**config.mk**
```make
export PLATFORM = sky130hd
export DESIGN_NAME = inst_fetch_flat
export DESIGN_NICKNAME = d
export VERILOG_FILES = /design/src/rtl/inst_fetch_if.sv /design/src/rtl/inst_fetch.sv /design/src/flat_wrapper.sv
export SDC_FILE = /design/constraint.sdc
export NUM_CORES = 1
export LEC_CHECK = 0
export CAP_MARGIN = 20
export CORE_MARGIN = 5
export CORE_UTILIZATION = 33
export DETAILED_ROUTE_END_ITERATION = 10
export MAX_ROUTING_LAYER = met4
export PLACE_DENSITY = 0.69
export SYNTH_ARGS = -nofsm -noshare
export SYNTH_HDL_FRONTEND = slang
export SYNTH_SLANG_ARGS = --single-unit
```
**constraint.sdc**
```tcl
create_clock -name clk -period 2.2 [get_ports clk]
set_input_delay 0.22 -clock clk [delete_from_list [all_inputs] [get_ports clk]]
set_output_delay 0.22 -clock clk [all_outputs]
set_load 0.03 [all_outputs]
```
**src/rtl/inst_fetch_if.sv**
```systemverilog
// Instruction-memory bus between the fetch stage (master) and the SRAM-style memory (slave).
// inst_req/inst_addr are held until inst_addr_ok; inst_data_ok/inst_rdata return one word per accepted request.
interface inst_fetch_if #(
  parameter int ADDR_WIDTH = 32,
  parameter int DATA_WIDTH = 32
);
  logic                  inst_req;
  logic [ADDR_WIDTH-1:0] inst_addr;
  logic                  inst_addr_ok;
  logic                  inst_data_ok;
  logic [DATA_WIDTH-1:0] inst_rdata;

  modport master (
    output inst_req,
    output inst_addr,
    input  inst_addr_ok,
    input  inst_data_ok,
    input  inst_rdata
  );

  modport slave (
    input  inst_req,
    input  inst_addr,
    output inst_addr_ok,
    output inst_data_ok,
    output inst_rdata
  );
endinterface

```
**src/rtl/inst_fetch.sv**
```systemverilog
// Instruction-fetch stage: one memory read per PC, flush cancellation, misaligned-PC address errors,
// and a one-entry output buffer handed to decode with valid/ready (transfer when inst_valid & inst_ready).
module inst_fetch #(
  parameter int ADDR_WIDTH = 32,
  parameter int DATA_WIDTH = 32
) (
  input  logic                  clk,
  input  logic                  rst,
  input  logic [ADDR_WIDTH-1:0] pc,
  input  logic                  flush,
  output logic                  pc_en,
  inst_fetch_if.master          mem,
  output logic                  inst_valid,
  input  logic                  inst_ready,
  output logic [DATA_WIDTH-1:0] inst_o,
  output logic [ADDR_WIDTH-1:0] inst_pc_o,
  output logic                  inst_adel_o,
  output logic [1:0]            dbg_state
);

  typedef enum logic [1:0] {
    IDLE   = 2'd0,
    REQ    = 2'd1,
    WAIT   = 2'd2,
    CANCEL = 2'd3
  } state_t;

  state_t                state, state_nxt;
  logic                  cancel, cancel_nxt;
  logic [ADDR_WIDTH-1:0] addr_q, addr_nxt;
  logic                  buf_free;
  logic                  start;
  logic                  misaligned;
  logic                  load;
  logic [DATA_WIDTH-1:0] load_data;
  logic [ADDR_WIDTH-1:0] load_pc;
  logic                  load_adel;

  assign buf_free   = !inst_valid || inst_ready;
  assign misaligned = (pc[1:0] != 2'b00);
  // A new fetch only starts when the buffer will be empty by the time its word can return.
  assign start      = (state == IDLE) && !rst && !flush && buf_free;
  assign pc_en      = start;

  assign mem.inst_req  = (state == REQ);
  assign mem.inst_addr = addr_q;
  assign dbg_state     = state;

  always_comb begin
    state_nxt  = state;
    cancel_nxt = cancel;
    addr_nxt   = addr_q;
    load       = 1'b0;
    load_data  = '0;
    load_pc    = pc;
    load_adel  = 1'b0;
    case (state)
      IDLE: begin
        if (start) begin
          if (!misaligned) begin
            addr_nxt  = pc;
            state_nxt = REQ;
          end else begin
            load      = 1'b1;
            load_adel = 1'b1;
          end
        end
      end
      REQ: begin
        // The request stays up through a flush; the flush is remembered and the word dropped later.
        if (mem.inst_addr_ok) begin
          if (flush || cancel) begin
            state_nxt  = CANCEL;
            cancel_nxt = 1'b1;
          end else begin
            state_nxt  = WAIT;
          end
        end else if (flush) begin
          cancel_nxt = 1'b1;
        end
      end
      WAIT: begin
        if (mem.inst_data_ok) begin
          state_nxt = IDLE;
          if (!flush) begin
            load      = 1'b1;
            load_data = mem.inst_rdata;
            load_pc   = addr_q;
          end
        end else if (flush) begin
          state_nxt  = CANCEL;
          cancel_nxt = 1'b1;
        end
      end
      CANCEL: begin
        if (mem.inst_data_ok) begin
          cancel_nxt = 1'b0;
          state_nxt  = IDLE;
        end
      end
      default: state_nxt = IDLE;
    endcase
  end

  always_ff @(posedge clk) begin
    if (rst) begin
      state  <= IDLE;
      cancel <= 1'b0;
      addr_q <= '0;
    end else begin
      state  <= state_nxt;
      cancel <= cancel_nxt;
      addr_q <= addr_nxt;
    end
  end

  always_ff @(posedge clk) begin
    if (rst) begin
      inst_valid  <= 1'b0;
      inst_o      <= '0;
      inst_pc_o   <= '0;
      inst_adel_o <= 1'b0;
    end else if (flush) begin
      inst_valid  <= 1'b0;
    end else if (load) begin
      inst_valid  <= 1'b1;
      inst_o      <= load_data;
      inst_pc_o   <= load_pc;
      inst_adel_o <= load_adel;
    end else if (inst_ready) begin
      inst_valid  <= 1'b0;
    end
  end

endmodule

```
**src/flat_wrapper.sv**
```systemverilog
// flat-port wrapper written by rule: the top's interface ports become plain ports
module inst_fetch_flat 
#(
  parameter int ADDR_WIDTH = 32,
  parameter int DATA_WIDTH = 32
)
  (clk, rst, pc, flush, pc_en, inst_valid, inst_ready, inst_o, inst_pc_o, inst_adel_o, dbg_state, mem_inst_req, mem_inst_addr, mem_inst_addr_ok, mem_inst_data_ok, mem_inst_rdata);
  inst_fetch_if #(.ADDR_WIDTH(ADDR_WIDTH), .DATA_WIDTH(DATA_WIDTH)) mem_i ();
  input  logic clk;
  input  logic rst;
  input  logic [ADDR_WIDTH-1:0] pc;
  input  logic flush;
  output logic pc_en;
  output logic inst_valid;
  input  logic inst_ready;
  output logic [DATA_WIDTH-1:0] inst_o;
  output logic [ADDR_WIDTH-1:0] inst_pc_o;
  output logic inst_adel_o;
  output logic [1:0] dbg_state;
  output wire logic [$bits(mem_i.inst_req)-1:0] mem_inst_req;
  output wire logic [$bits(mem_i.inst_addr)-1:0] mem_inst_addr;
  input wire logic [$bits(mem_i.inst_addr_ok)-1:0] mem_inst_addr_ok;
  input wire logic [$bits(mem_i.inst_data_ok)-1:0] mem_inst_data_ok;
  input wire logic [$bits(mem_i.inst_rdata)-1:0] mem_inst_rdata;
  assign mem_inst_req = mem_i.inst_req;
  assign mem_inst_addr = mem_i.inst_addr;
  assign mem_i.inst_addr_ok = mem_inst_addr_ok;
  assign mem_i.inst_data_ok = mem_inst_data_ok;
  assign mem_i.inst_rdata = mem_inst_rdata;
  inst_fetch #(.ADDR_WIDTH(ADDR_WIDTH), .DATA_WIDTH(DATA_WIDTH)) u_core (.clk(clk), .rst(rst), .pc(pc), .flush(flush), .pc_en(pc_en), .mem(mem_i), .inst_valid(inst_valid), .inst_ready(inst_ready), .inst_o(inst_o), .inst_pc_o(inst_pc_o), .inst_adel_o(inst_adel_o), .dbg_state(dbg_state));
endmodule
```
# [After elaboration in Yosys (flattened, before gate mapping)]
# Cells that the tools add are included.
[word_totals] output_inout_bits=102 ff_bits=101 input_bits=70
[classes] n_mux=26 n_reduce_logical=17 eq_ne=10 n_bitwise=2
[ops] cell="$mux W32" count=4
[ops] cell="$mux W1" count=13
[ops] cell="$mux W2" count=6
[ops] cell="$ne A2 B2 Y1 const B" count=4
[ops] cell="$pmux W2 S4" count=1
[ops] cell="$reduce_and A5 Y1" count=1
[ops] cell="$eq A2 B2 Y1 const B" count=2
[ops] cell="$reduce_and A4 Y1" count=1
[ops] cell="$reduce_bool A2 Y1" count=2
[ops] cell="$logic_and A1 B1 Y1" count=3
[ops] cell="$logic_not A1 Y1" count=3
[ops] cell="$ne A3 B2 Y1 const B" count=1
[ops] cell="$ne A3 B3 Y1 const B" count=1
[ops] cell="$pmux W1 S3" count=1
[ops] cell="$reduce_and A3 Y1" count=1
[ops] cell="$reduce_bool A3 Y1" count=1
[ops] cell="$eq A2 B1 Y1 const B" count=1
[ops] cell="$logic_not A2 Y1" count=1
[ops] cell="$logic_or A1 B1 Y1" count=2
[ops] cell="$ne A2 B1 Y1 const B" count=1
[ops] cell="$not A1 Y1" count=2
[ops] cell="$pmux W1 S2" count=1
[ops] cell="$reduce_and A2 Y1" count=1
[ops] cell="$reduce_or A2 Y1" count=1

# [Logic depth before layout (Yosys ltp)]
[depth] word_depth=7 depth_mapped=8 ltp_nobuf=4

# [Least setup slack after synthesis]
# No wires, ideal clock.
[synth_timing] path_type="flip-flop to flip-flop" from="reg u_core.state[1] (netlist: u_core.dbg_state[1])" to="reg u_core.inst_o[10]" setup_time_ps=132 t_arrival_ps=1769 stages_incl_launch_ff=7 setup_slack_ps=299 path_buffers=2 path_cell_list="dfxtp_1 or4_4 or3_1 buf_2 buf_2 nand3_1 a21oi_1"
[synth_via] elab_chain_len=7 word_cells_on_any_way=9 classes_between="eq/ne (1); mux (3); reduce/logical (5)"
[synth_lines] element="from (decl)" line_no="inst_fetch.sv:28" text="state_t state, state_nxt;"
[synth_lines] element="from (signal assigned)" line_no="inst_fetch.sv:111" text="state <= state_nxt;"
[synth_lines] element="$logic_not A2 Y1" line_no="inst_fetch.sv:42, inst_fetch.sv:57"
[synth_lines] element="$logic_and A1 B1 Y1 (3 in a row)" line_no="inst_fetch.sv:42" text="assign start = (state == IDLE) && !rst && !flush && buf_free;"
[synth_lines] element="$mux W1" line_no="inst_fetch.sv:59" text="if (start) begin"
[synth_lines] element="$pmux W1 S2" line_no="inst_fetch.sv:57" text="case (state)"
[synth_lines] element="$reduce_and A2 Y1 (no source line)"
[synth_lines] element="to (signal assigned)" line_no="inst_fetch.sv:127" text="inst_o <= load_data;"
[synth_lines] element="to (decl)" line_no="inst_fetch.sv:15" text="output logic [DATA_WIDTH-1:0] inst_o,"
# Parallel ways exist; a longest one is shown, timed or not.
# A chain may end at the register's enable or synchronous reset.

# [Worst setup path in the final report]
[layout_timing] from="reg u_core.state[0] (netlist: u_core.dbg_state[0])" to="out mem_inst_req"
[layout_via] elab_chain_len=1
[layout_lines] element="$eq A2 B1 Y1" line_no="inst_fetch.sv:45" text="assign mem.inst_req = (state == REQ);"
[layout_lines] element="to (decl)" line_no="flat_wrapper.sv:20" text="output wire logic [$bits(mem_i.inst_req)-1:0] mem_inst_req;"
# Every way passes these cells.

==> impl_metrics.json <==
{
  "final_cells": 825,
  "powerDensity_nw_per_um2": 654,
  "tritoncts": "yes",
  "cp_max_fo": 11,
  "setup_viol": 0,
  "routed_wirelength_um": 12800,
  "rsz0062_at_grt": "no",
  "dp.cells": 809,
  "placed_area_um2": 5960,
  "clock_path_buffers": 2,
  "grt_pass1_wl_um": 20100,
  "vias": 4079,
  "cts.repair.resized": 0,
  "async_reset_ff_frac": 0,
  "syn2layout_area_growth_pct": 53.6,
  "clockRootBuffer": "clkbuf_16",
  "cp-start-kind": "flop",
  "dr.pass1.iters": 4,
  "yosysTopAreaCellShare": 0.495,
  "postLayoutCellArea_um2": 6270,
  "nets": 723,
  "period_share": 0.895,
  "slowest_delay_ps": 730,
  "die_x_um": 121,
  "io_pins": 172,
  "h-tree-depth": 3,
  "cts.clk_slew.worst_paths_ps": 60,
  "wl_per_cell_um": 15.5,
  "ys_warn_count": 0,
  "skew_ps": 5.84,
  "cp_slowest_cell": "clkdlybuf4s50_1",
  "insertion_delay_ps": 330,
  "cts_made_buffers": 9,
  "cap_violations": 0,
  "ys_seq_elements": 101,
  "endpoint_kind": "output pin",
  "relSlewSlack": 0.699,
  "post_cts_buffers": 0,
  "fmax_mhz": 508,
  "core_area_um2": 12100,
  "ys_top_cells_by_area": "dfxtp_1, nand2_1, a21oi_1, a311oi_2, nand3_1",
  "antenna_found_initial": 0,
  "crit_arrival_ps": 1750,
  "start_util": 0.338,
  "hold_path_class": "in -> reg",
  "tightest_slew_ps": 451,
  "netlist_instances": 499,
  "via_per_inst": 4.94,
  "row_count": 40,
  "leakage_nw": 2.13,
  "peakVddDrop_v": 0.000388,
  "avgSynthCellArea_um2": 8.18,
  "io_buffers": 171,
  "die_area_um2": 14700,
  "path_class": "reg -> out",
  "dpl.hpwl_um": 8940,
  "synth_area_leader_cell": "dfxtp_1",
  "grt_max_degree": 102,
  "track_usage": 0.174,
  "die_height_um": 121,
  "setup_tns_ps": 0,
  "drive_gt1_frac": 0.0868,
  "synth_edf_count": 0,
  "diodes": 0,
  "status": "complete, no violations",
  "initialDrtViolationCount": 288,
  "hold_violations": 0,
  "synth_nets": 569,
  "worstPathRequired_ps": 1980,
  "ys.flop_type": "dfxtp_1",
  "postCtsHoldBufs": 0,
  "synthesis.area_um2": 4080,
  "synth_cell_types": 31,
  "finalCriticalPeriod_ps": 1970,
  "synth-seq-area-share": 0.495,
  "overflow": 0,
  "slew_violations": 0,
  "cts.sinks": 101,
  "antenna_left": 0,
  "drc": 0,
  "gp_congestion": 0.826,
  "grt_pass1_vias": 3904,
  "worstPathCellList": "buf_4 -> nor2b_1 -> clkdlybuf4s50_1"
}
-- sequential cells by signal, summed over array words and instances (netlist names) --
name	cells
u_core.inst_valid	1
u_core.inst_adel_o	1
u_core.inst_o	32
u_core.dbg_state	2
u_core.cancel	1
u_core.inst_pc_o	32
u_core.mem.inst_addr	32
-- worst max-delay path, delay by kind of cell (launching register included) --
kind                   cells  cell delay, ps
AND/OR/NAND/NOR            1             200
buffers and inverters      2             890
flip-flops                 1             330
-- final cells by class --
| cell class | instances | area (um^2) |
|---|---|---|
| multi-input cells | 349 | 1820 |
| well taps | 168 | 210 |
| fillers | 1127 | 5790 |
| flip-flops and latches | 101 | 2020 |
| clock buffers | 14 | 274 |
| inverters | 3 | 11.3 |
| clock inverters | 1 | 5.00 |
| repair buffers | 189 | 1920 |
-- stage by stage --
step           utilization  setup slack, ps  hold slack (ps)  power, mW
2_1_floorplan            -              299              356       2.32
3_3_place_gp         0.495             63.8              450       2.63
3_5_place_dp         0.495            -37.7              454       2.65
4_1_cts              0.518              200              423       4.15
5_1_grt              0.520              138              432       4.30
6_report             0.520              230              436       4.10
-- report_power, final --
group          internal (mW)  switching, mW
Combinational          0.320          0.356
Sequential              1.89         0.0391
Clock                  0.853          0.640
Total                   3.07           1.03
-- path summary, 6_finish.rpt --
path                                     startpoint                    to  slack, ps  cells past startpoint
worst max register to register  u_core.dbg_state[1]  u_core.inst_pc_o[29]        300                      5
worst max-delay path            u_core.dbg_state[0]          mem_inst_req        230                      3
worst min register to register   u_core.inst_adel_o    u_core.inst_adel_o        460                      2
worst min-delay path             mem_inst_rdata[20]     u_core.inst_o[20]        440                      3
-- cell usage in the layout, fill, tap and decap left out, types with 2 or more instances in the layout --
cell type	count
clkdlybuf4s50_1	169
buf_12	5
inv_1	3
buf_4	14
nor2b_1	3
nand3_1	33
nor3b_1	3
a21oi_1	65
o21ai_0	2
nand2_1	157
nor2_1	38
a311oi_1	12
dfxtp_1	101
a311oi_2	20
clkbuf_1	2
clkbuf_16	9
clkbuf_8	3
-- per-layer routing --
| metal | track usage | vias up | part of all wire |
|---|---|---|---|
| met3 | 0.0424 | 15 | 0.059 |
| li1 | - | 1993 | - |
| met5 | - | - | 0 |
| met4 | 0.0539 | 0 | 0.013 |
| met2 | 0.288 | 130 | 0.50 |
| met1 | 0.211 | 1941 | 0.43 |
-- kinds of logic (layout without fill, tap and decap cells) --
| family | Yosys count | after routing | synth area share |
|---|---|---|---|
| and+or+nand+nor | 245 | 245 | 0.250 |
| DFF | 101 | 101 | 0.495 |
| buffers and inverters | 49 | 207 | 0.0582 |
| AOI/OAI and AO/OA | 104 | 104 | 0.196 |
-- cells in the mapped netlist, types with 5 or more instances --
| master | number |
|---|---|
| clkbuf_1 | 29 |
| a311oi_1 | 12 |
| buf_6 | 5 |
| nand2_1 | 157 |
| buf_2 | 7 |
| a21oi_1 | 65 |
| a311oi_2 | 20 |
| nor2_1 | 39 |
| dfxtp_1 | 101 |
| nand3_1 | 33 |
No activity file was read; power rests on OpenSTA's default activity.
